$ cat src/rtl/nios_ii_system_cpu_oci_pkg.sv
// Shared types and sizes for the OCI direct-compressed-trace path.
// Optional macro NIOS_OCI_DCT_TIMESTAMP_EN adds a 16-bit timestamp to each frame.
package nios_ii_system_cpu_oci_pkg;

  localparam int CODE_W    = 2;
  localparam int MAX_CODES = 15;
  localparam int DCT_BUF_W = CODE_W * MAX_CODES;
  localparam int DCT_CNT_W = 4;
  localparam int TS_W      = 16;

  typedef enum logic [1:0] {
    DCT_EMPTY,
    DCT_ACCUM,
    DCT_STALL
  } dct_state_e;

  typedef struct packed {
    logic [DCT_CNT_W-1:0] count;
    logic [DCT_BUF_W-1:0] buffer;
`ifdef NIOS_OCI_DCT_TIMESTAMP_EN
    logic [TS_W-1:0]      timestamp;
`endif
  } dct_frame_t;

endpackage

$ cat src/rtl/nios_ii_system_cpu_oci_dct_packer_if.sv
// Code-in / frame-out handshake bundle of the DCT packer.
// frame_timestamp exists only when NIOS_OCI_DCT_TIMESTAMP_EN is defined.
interface nios_ii_system_cpu_oci_dct_packer_if;
  import nios_ii_system_cpu_oci_pkg::*;

  logic                 code_valid;
  logic [CODE_W-1:0]    code;
  logic                 code_ready;
  logic                 flush_req;
  logic                 flush_ack;
  logic [DCT_BUF_W-1:0] dct_buffer;
  logic [DCT_CNT_W-1:0] dct_count;
  logic                 frame_valid;
  logic                 frame_ready;
`ifdef NIOS_OCI_DCT_TIMESTAMP_EN
  logic [TS_W-1:0]      frame_timestamp;
`endif

  modport master (
    output code_valid, code, flush_req, frame_ready,
    input  code_ready, flush_ack, dct_buffer, dct_count, frame_valid
`ifdef NIOS_OCI_DCT_TIMESTAMP_EN
    , input frame_timestamp
`endif
  );

  modport slave (
    input  code_valid, code, flush_req, frame_ready,
    output code_ready, flush_ack, dct_buffer, dct_count, frame_valid
`ifdef NIOS_OCI_DCT_TIMESTAMP_EN
    , output frame_timestamp
`endif
  );
endinterface

$ cat src/rtl/nios_ii_system_cpu_oci_dct_frame_reg.sv
// One-entry valid/ready holding register for a packed DCT frame.
// A load on the same edge as a consumer take replaces the frame (full throughput).
module nios_ii_system_cpu_oci_dct_frame_reg
  import nios_ii_system_cpu_oci_pkg::*;
(
  input  logic       clk,
  input  logic       reset_n,
  input  logic       load,
  input  dct_frame_t load_frame,
  input  logic       out_ready,
  output logic       out_valid,
  output dct_frame_t out_frame
);

  always_ff @(posedge clk or negedge reset_n) begin
    if (!reset_n) begin
      out_valid <= 1'b0;
      out_frame <= '0;
    end else if (load) begin
      out_valid <= 1'b1;
      out_frame <= load_frame;
    end else if (out_valid && out_ready) begin
      out_valid <= 1'b0;
    end
  end

endmodule

$ cat src/rtl/nios_ii_system_cpu_oci_dct_packer.sv
// DCT packer: shifts 2-bit trace codes into an accumulator and emits full or flushed frames.
// Optional macro NIOS_OCI_DCT_TIMESTAMP_EN stamps each frame with a free-running cycle count.
module nios_ii_system_cpu_oci_dct_packer
  import nios_ii_system_cpu_oci_pkg::*;
(
  input  logic                                clk,
  input  logic                                reset_n,
  nios_ii_system_cpu_oci_dct_packer_if.slave  bus
);

  localparam int ACC_W = DCT_BUF_W - CODE_W;
  localparam logic [DCT_CNT_W-1:0] LAST_CNT = DCT_CNT_W'(MAX_CODES - 1);

  logic [ACC_W-1:0]     acc_buf;
  logic [DCT_CNT_W-1:0] acc_cnt;
  logic                 flush_ack_q;

  logic [DCT_BUF_W-1:0] buf_next;
  logic [DCT_CNT_W-1:0] cnt_next;
  logic                 emit_ok, accept, full_emit, flush_take, flush_emit, flush_done, load;
  dct_state_e           state;
  dct_frame_t           load_frame, frame;
  logic                 frame_valid;

`ifdef NIOS_OCI_DCT_TIMESTAMP_EN
  logic [TS_W-1:0] ts_cnt;

  always_ff @(posedge clk or negedge reset_n) begin
    if (!reset_n) ts_cnt <= '0;
    else          ts_cnt <= ts_cnt + 1'b1;
  end

  assign bus.frame_timestamp = frame.timestamp;
`endif

  // The 15th code always completes a frame, so it can only be taken when the frame slot frees up.
  always_comb begin
    emit_ok = !frame_valid || bus.frame_ready;
    state   = DCT_ACCUM;
    if (acc_cnt == '0)                       state = DCT_EMPTY;
    else if (acc_cnt == LAST_CNT && !emit_ok) state = DCT_STALL;
  end

  assign bus.code_ready = (state != DCT_STALL);
  assign accept         = bus.code_valid && bus.code_ready;

  // flush_req is held until it sees the ack, so ignore it during the ack cycle.
  always_comb begin
    buf_next   = accept ? {acc_buf, bus.code} : {{CODE_W{1'b0}}, acc_buf};
    cnt_next   = acc_cnt + DCT_CNT_W'(accept);
    full_emit  = accept && (acc_cnt == LAST_CNT);
    flush_take = bus.flush_req && !flush_ack_q;
    flush_emit = flush_take && !full_emit && (cnt_next != '0) && emit_ok;
    flush_done = flush_take && (full_emit || flush_emit || (cnt_next == '0));
    load       = full_emit || flush_emit;
    load_frame        = '0;
    load_frame.count  = cnt_next;
    load_frame.buffer = buf_next;
`ifdef NIOS_OCI_DCT_TIMESTAMP_EN
    load_frame.timestamp = ts_cnt;
`endif
  end

  always_ff @(posedge clk or negedge reset_n) begin
    if (!reset_n) begin
      acc_buf     <= '0;
      acc_cnt     <= '0;
      flush_ack_q <= 1'b0;
    end else begin
      flush_ack_q <= flush_done;
      if (load) begin
        acc_buf <= '0;
        acc_cnt <= '0;
      end else if (accept) begin
        acc_buf <= buf_next[ACC_W-1:0];
        acc_cnt <= cnt_next;
      end
    end
  end

  nios_ii_system_cpu_oci_dct_frame_reg u_frame_reg (
    .clk        (clk),
    .reset_n    (reset_n),
    .load       (load),
    .load_frame (load_frame),
    .out_ready  (bus.frame_ready),
    .out_valid  (frame_valid),
    .out_frame  (frame)
  );

  assign bus.flush_ack   = flush_ack_q;
  assign bus.frame_valid = frame_valid;
  assign bus.dct_buffer  = frame.buffer;
  assign bus.dct_count   = frame.count;

endmodule

$ cat src/flat_wrapper.sv
// flat-port wrapper written by rule: the top's interface ports become plain ports
module nios_ii_system_cpu_oci_dct_packer_flat import nios_ii_system_cpu_oci_pkg::*;
  (clk, reset_n, bus_code_valid, bus_code, bus_flush_req, bus_frame_ready, bus_code_ready, bus_flush_ack, bus_dct_buffer, bus_dct_count, bus_frame_valid);
  nios_ii_system_cpu_oci_dct_packer_if bus_i ();
  input  logic clk;
  input  logic reset_n;
  input wire logic [$bits(bus_i.code_valid)-1:0] bus_code_valid;
  input wire logic [$bits(bus_i.code)-1:0] bus_code;
  input wire logic [$bits(bus_i.flush_req)-1:0] bus_flush_req;
  input wire logic [$bits(bus_i.frame_ready)-1:0] bus_frame_ready;
  output wire logic [$bits(bus_i.code_ready)-1:0] bus_code_ready;
  output wire logic [$bits(bus_i.flush_ack)-1:0] bus_flush_ack;
  output wire logic [$bits(bus_i.dct_buffer)-1:0] bus_dct_buffer;
  output wire logic [$bits(bus_i.dct_count)-1:0] bus_dct_count;
  output wire logic [$bits(bus_i.frame_valid)-1:0] bus_frame_valid;
  assign bus_i.code_valid = bus_code_valid;
  assign bus_i.code = bus_code;
  assign bus_i.flush_req = bus_flush_req;
  assign bus_i.frame_ready = bus_frame_ready;
  assign bus_code_ready = bus_i.code_ready;
  assign bus_flush_ack = bus_i.flush_ack;
  assign bus_dct_buffer = bus_i.dct_buffer;
  assign bus_dct_count = bus_i.dct_count;
  assign bus_frame_valid = bus_i.frame_valid;
  nios_ii_system_cpu_oci_dct_packer u_core (.clk(clk), .reset_n(reset_n), .bus(bus_i));
endmodule
$ cat config.mk
export PLATFORM = sky130hd
export DESIGN_NAME = nios_ii_system_cpu_oci_dct_packer_flat
export DESIGN_NICKNAME = d
export VERILOG_FILES = /design/src/rtl/nios_ii_system_cpu_oci_pkg.sv /design/src/rtl/nios_ii_system_cpu_oci_dct_packer_if.sv /design/src/rtl/nios_ii_system_cpu_oci_dct_frame_reg.sv /design/src/rtl/nios_ii_system_cpu_oci_dct_packer.sv /design/src/flat_wrapper.sv
export SDC_FILE = /design/constraint.sdc
export NUM_CORES = 1
export LEC_CHECK = 0
export CORE_MARGIN = 4
export CORE_UTILIZATION = 41
export CTS_CLUSTER_SIZE = 24
export DETAILED_ROUTE_END_ITERATION = 6
export PLACE_DENSITY = 0.64
export SYNTH_ARGS = -nofsm -noshare
export SYNTH_HDL_FRONTEND = slang
export SYNTH_SLANG_ARGS = --single-unit
$ cat constraint.sdc
create_clock -name clk -period 3.6 [get_ports clk]
set_input_delay 0.36 -clock clk [delete_from_list [all_inputs] [get_ports clk]]
set_output_delay 0.36 -clock clk [all_outputs]
set_load 0.01 [all_outputs]
==> metrics.md <==
| Metric | Value |
|---|---|
| DR vias/cell | `4.56` |
| Mapped Cells | `233` |
| CTS tree | `yes` |
| Final Hold Viols | `0` |
| CTS Buf Count | `9` |
| Max-cap viol count | `0` |
| CTS H-Tree Depth | `3` |
| Nets | `289` |
| Critical path's largest stage delay | `0.52 ns` |
| Leading area contributor after synthesis | `dfrtp_1` |
| Initial antenna violation count | `0` |
| Longest Clk Path Bufs | `2` |
| Via count | `1737` |
| Seq/Total Area, Yosys | `0.593` |
| Clk_skew | `0.0104 ns` |
| Port bufs | `43` |
| Syn_area_per_cell | `12.3 um2` |
| Final setup viols | `0` |
| Post-CTS sizing | `0` |
| Cell depth of the worst setup path | `10` |
| # diodes | `0` |
| Vias in the first global route | `1809` |
| Tmin final | `2.96 ns` |
| Relative slew slack | `0.508` |
| Worst Setup Start Kind | `primary input` |
| DP HPWL | `3100 um` |
| Worst R2R Setup Slack | `0.68 ns` |
| Arr. time, crit path | `3.17 ns` |
| Placed Cells | `364` |
| EDFF count, synth | `0` |
| Syn nets | `242` |
| Die Y-Extent | `91.7 um` |
| DRT iter0 DRCs | `63` |
| Slack of the critical path | `0.637 ns` |
| Achievable clock frequency | `338 MHz` |
| Most frequent cell on the critical path | `ha_1` |
| P_int | `0.00164 W` |
| Crit path to | `u_core.u_frame_reg.out_frame[26]$_DFFE_PN0P_` |
| Clk network pwr share | `0.224` |
| Syn-to-layout area delta | `23.7%` |
| Slew Limit Fails | `0` |
| Synth top cells by count | `dfrtp_1 (68), mux2i_1 (59), inv_1 (32)` |
| Endpoint type of the worst setup path | `flop` |
| IO Pins | `44` |
| CTS Hold Buffers Added | `1` |
| Top-area cell type share of the netlist area | `0.593` |
| Crit. Startpoint | `bus_frame_ready` |
| Synth warn | `0` |
| Total gr overflow | `0` |
| Post-synth ARST share | `1.00` |
| PD cells | `679 nW/um2` |
| GP Congestion | `0.718` |
| Layout cells sized above 1 | `0.0912` |
| Final period util | `0.823` |
| Die Area | `8400 um2` |
| Most common cell in the synthesized netlist | `dfrtp_1` |
| Lkg Pwr | `1.70 nW` |
| Synth unique cells | `29` |
| Final ANT Viol Nets | `0` |
| Worst skew pair latency | `0.34 ns` |
| Part of the power in registers | `0.437` |
| CP top delay family | `compound AO/OA/AOI/OAI gates` |
| Drt total wl | `4830 um` |
| Worst Reg-to-Reg Cells | `9` |
| Avg WL per Cell | `12.7 um` |
| Initial core utilization | `0.422` |
| Sum Neg Setup Slack | `0 ns` |
| CORE AREA | `6790 um2` |
| Largest cells by area after synthesis | `dfrtp_1 (59%), mux2i_1 (21%), inv_1 (4.2%), nor2_1 (3.8%), buf_6 (2.4%)` |
| Logic pwr share | `0.339` |
| Reg clk slew, reported paths | `0.08 ns` |
| Status | `finished clean` |
| Largest net degree at the start of global routing | `61` |
| Global-route wire length before repair | `8570 um` |
| Total GRT Usage | `0.130` |
| Buf+Inv Stages, Crit Path | `3` |
| Fin util | `0.522` |
| FF-to-FF Start | `u_core.acc_cnt[2]$_DFFE_PN0P_` |
| Post-CTS setup buffers | `0` |
| Setup WS pre-CTS | `0.294 ns` |
| RR Endpoint | `u_core.u_frame_reg.out_frame[26]$_DFFE_PN0P_` |
| DR pass1 iterations | `6` |
| Switching pwr | `0.000771 W` |
| Setup CP Type | `primary input to flop` |
| DIE WIDTH | `91.7 um` |
| Top FF cell, synth | `dfrtp_1` |
| Yosys reg bits | `68` |
| Clk sink count | `68` |
| Slowest-stage cell, CP | `a32o_4` |
| Crit path required time | `3.80 ns` |
| CTS root buf | `clkbuf_8` |
| Non-filler cells, final | `381` |
| Placed cell area | `3370 um2` |
| Design area | `3550 um2` |
| Slew @ Worst Pin | `0.739 ns` |
| HP Class | `primary input to asynchronous set/reset pin` |
| DRC | `0` |
| Crit path max fanout | `37` |
| Post-Syn Area | `2870 um2` |
| CP cell instances | `clkdlybuf4s50_1, nand2b_1, o21ai_1, inv_2, ha_1, ha_1, a2111o_1, a32o_4, buf_12, mux2i_1` |
| RSZ-0062 raised after global routing | `false` |
| Switching share of total power | `0.320` |
| Peak VDD IR | `0.244 mV` |
| Row count | `30` |
## worst register-to-register path, cell delays in order, from the launching register on
cell	delay, ns
dfrtp_1	0.47
nand4b_1	0.13
o21ai_1	0.22
inv_2	0.06
ha_1	0.22
ha_1	0.32
a2111o_1	0.43
a32o_4	0.52
buf_12	0.28
mux2i_1	0.14
## metal layers
metal,global-route usage,vias to the layer above,wire length (um)
met3,0.0394,7,149
met5,0,-,0
met4,0.0716,0,88
met2,0.203,31,2300
li1,-,852,-
met1,0.159,847,2300
## layout by cell type, fill, tap and decap left out, types with 3 or more instances in the layout
master	n
dfrtp_1	68
nand2_1	4
mux2i_1	59
inv_1	32
nand2b_1	3
buf_4	3
mux2_4	3
clkbuf_8	10
nor2_1	29
a21oi_1	3
clkinv_2	4
clkdlybuf4s50_1	42
## through the flow
stage	power [W]	hold WS, ns
global route	0.00258	0.416
CTS	0.00246	0.378
detailed placement	0.00190	0.223
floorplan	0.00160	0.0644
finish	0.00241	0.391
global placement	0.00189	0.223
## power by group through the flow
| stage | logic [W] | clock network (W) | registers [W] |
|---|---|---|---|
| CTS | 0.000835 | 0.000564 | 0.00106 |
| detailed placement | 0.000827 | 0 | 0.00107 |
| global route | 0.000900 | 0.000597 | 0.00108 |
| floorplan | 0.000504 | 0 | 0.00110 |
| global placement | 0.000819 | 0 | 0.00107 |
| finish | 0.000817 | 0.000539 | 0.00105 |
## cell type report
cell class / instances / area [um2]
fillers: 630 / 3240
flip-flops and latches: 68 / 1700
multi-input cells: 120 / 957
repair buffers: 48 / 478
clock buffers: 11 / 141
inverters: 33 / 124
well taps: 96 / 120
clock inverters: 5 / 27.5
## flip-flops by register name (all words and copies together) (netlist names)
name,flops
u_core.u_frame_reg.out_frame,34
u_core.acc_buf,28
u_core.acc_cnt,4
u_core.bus.flush_ack,1
u_core.u_frame_reg.out_valid,1
## worst min-delay path by stage
stage / startpoint / to / cells past startpoint / slack, ns
finish: reset_n / u_core.u_frame_reg.out_frame[2]$_DFFE_PN0P_ / 2 / 0.39
global route: reset_n / u_core.u_frame_reg.out_frame[2]$_DFFE_PN0P_ / 2 / 0.42
CTS: reset_n / u_core.u_frame_reg.out_frame[2]$_DFFE_PN0P_ / 2 / 0.38
detailed placement: reset_n / u_core.u_frame_reg.out_frame[2]$_DFFE_PN0P_ / 1 / 0.22
global placement: reset_n / u_core.u_frame_reg.out_frame[2]$_DFFE_PN0P_ / 1 / 0.22
floorplan: reset_n / u_core.acc_buf[0]$_DFFE_PN0P_ / 0 / 0.06
## logic make-up after synthesis
group / Yosys count / share of synthesized area
AND/OR/NAND/NOR: 44 / 0.0689
flip-flops: 68 / 0.593
AO/OA/AOI/OAI: 10 / 0.0235
multiplexers: 63 / 0.225
XOR/XNOR: 1 / 0.00305
adder cells (fa/ha/maj): 2 / 0.00872
buffers and inverters: 45 / 0.0776
No activity file was read; power rests on OpenSTA's default activity.
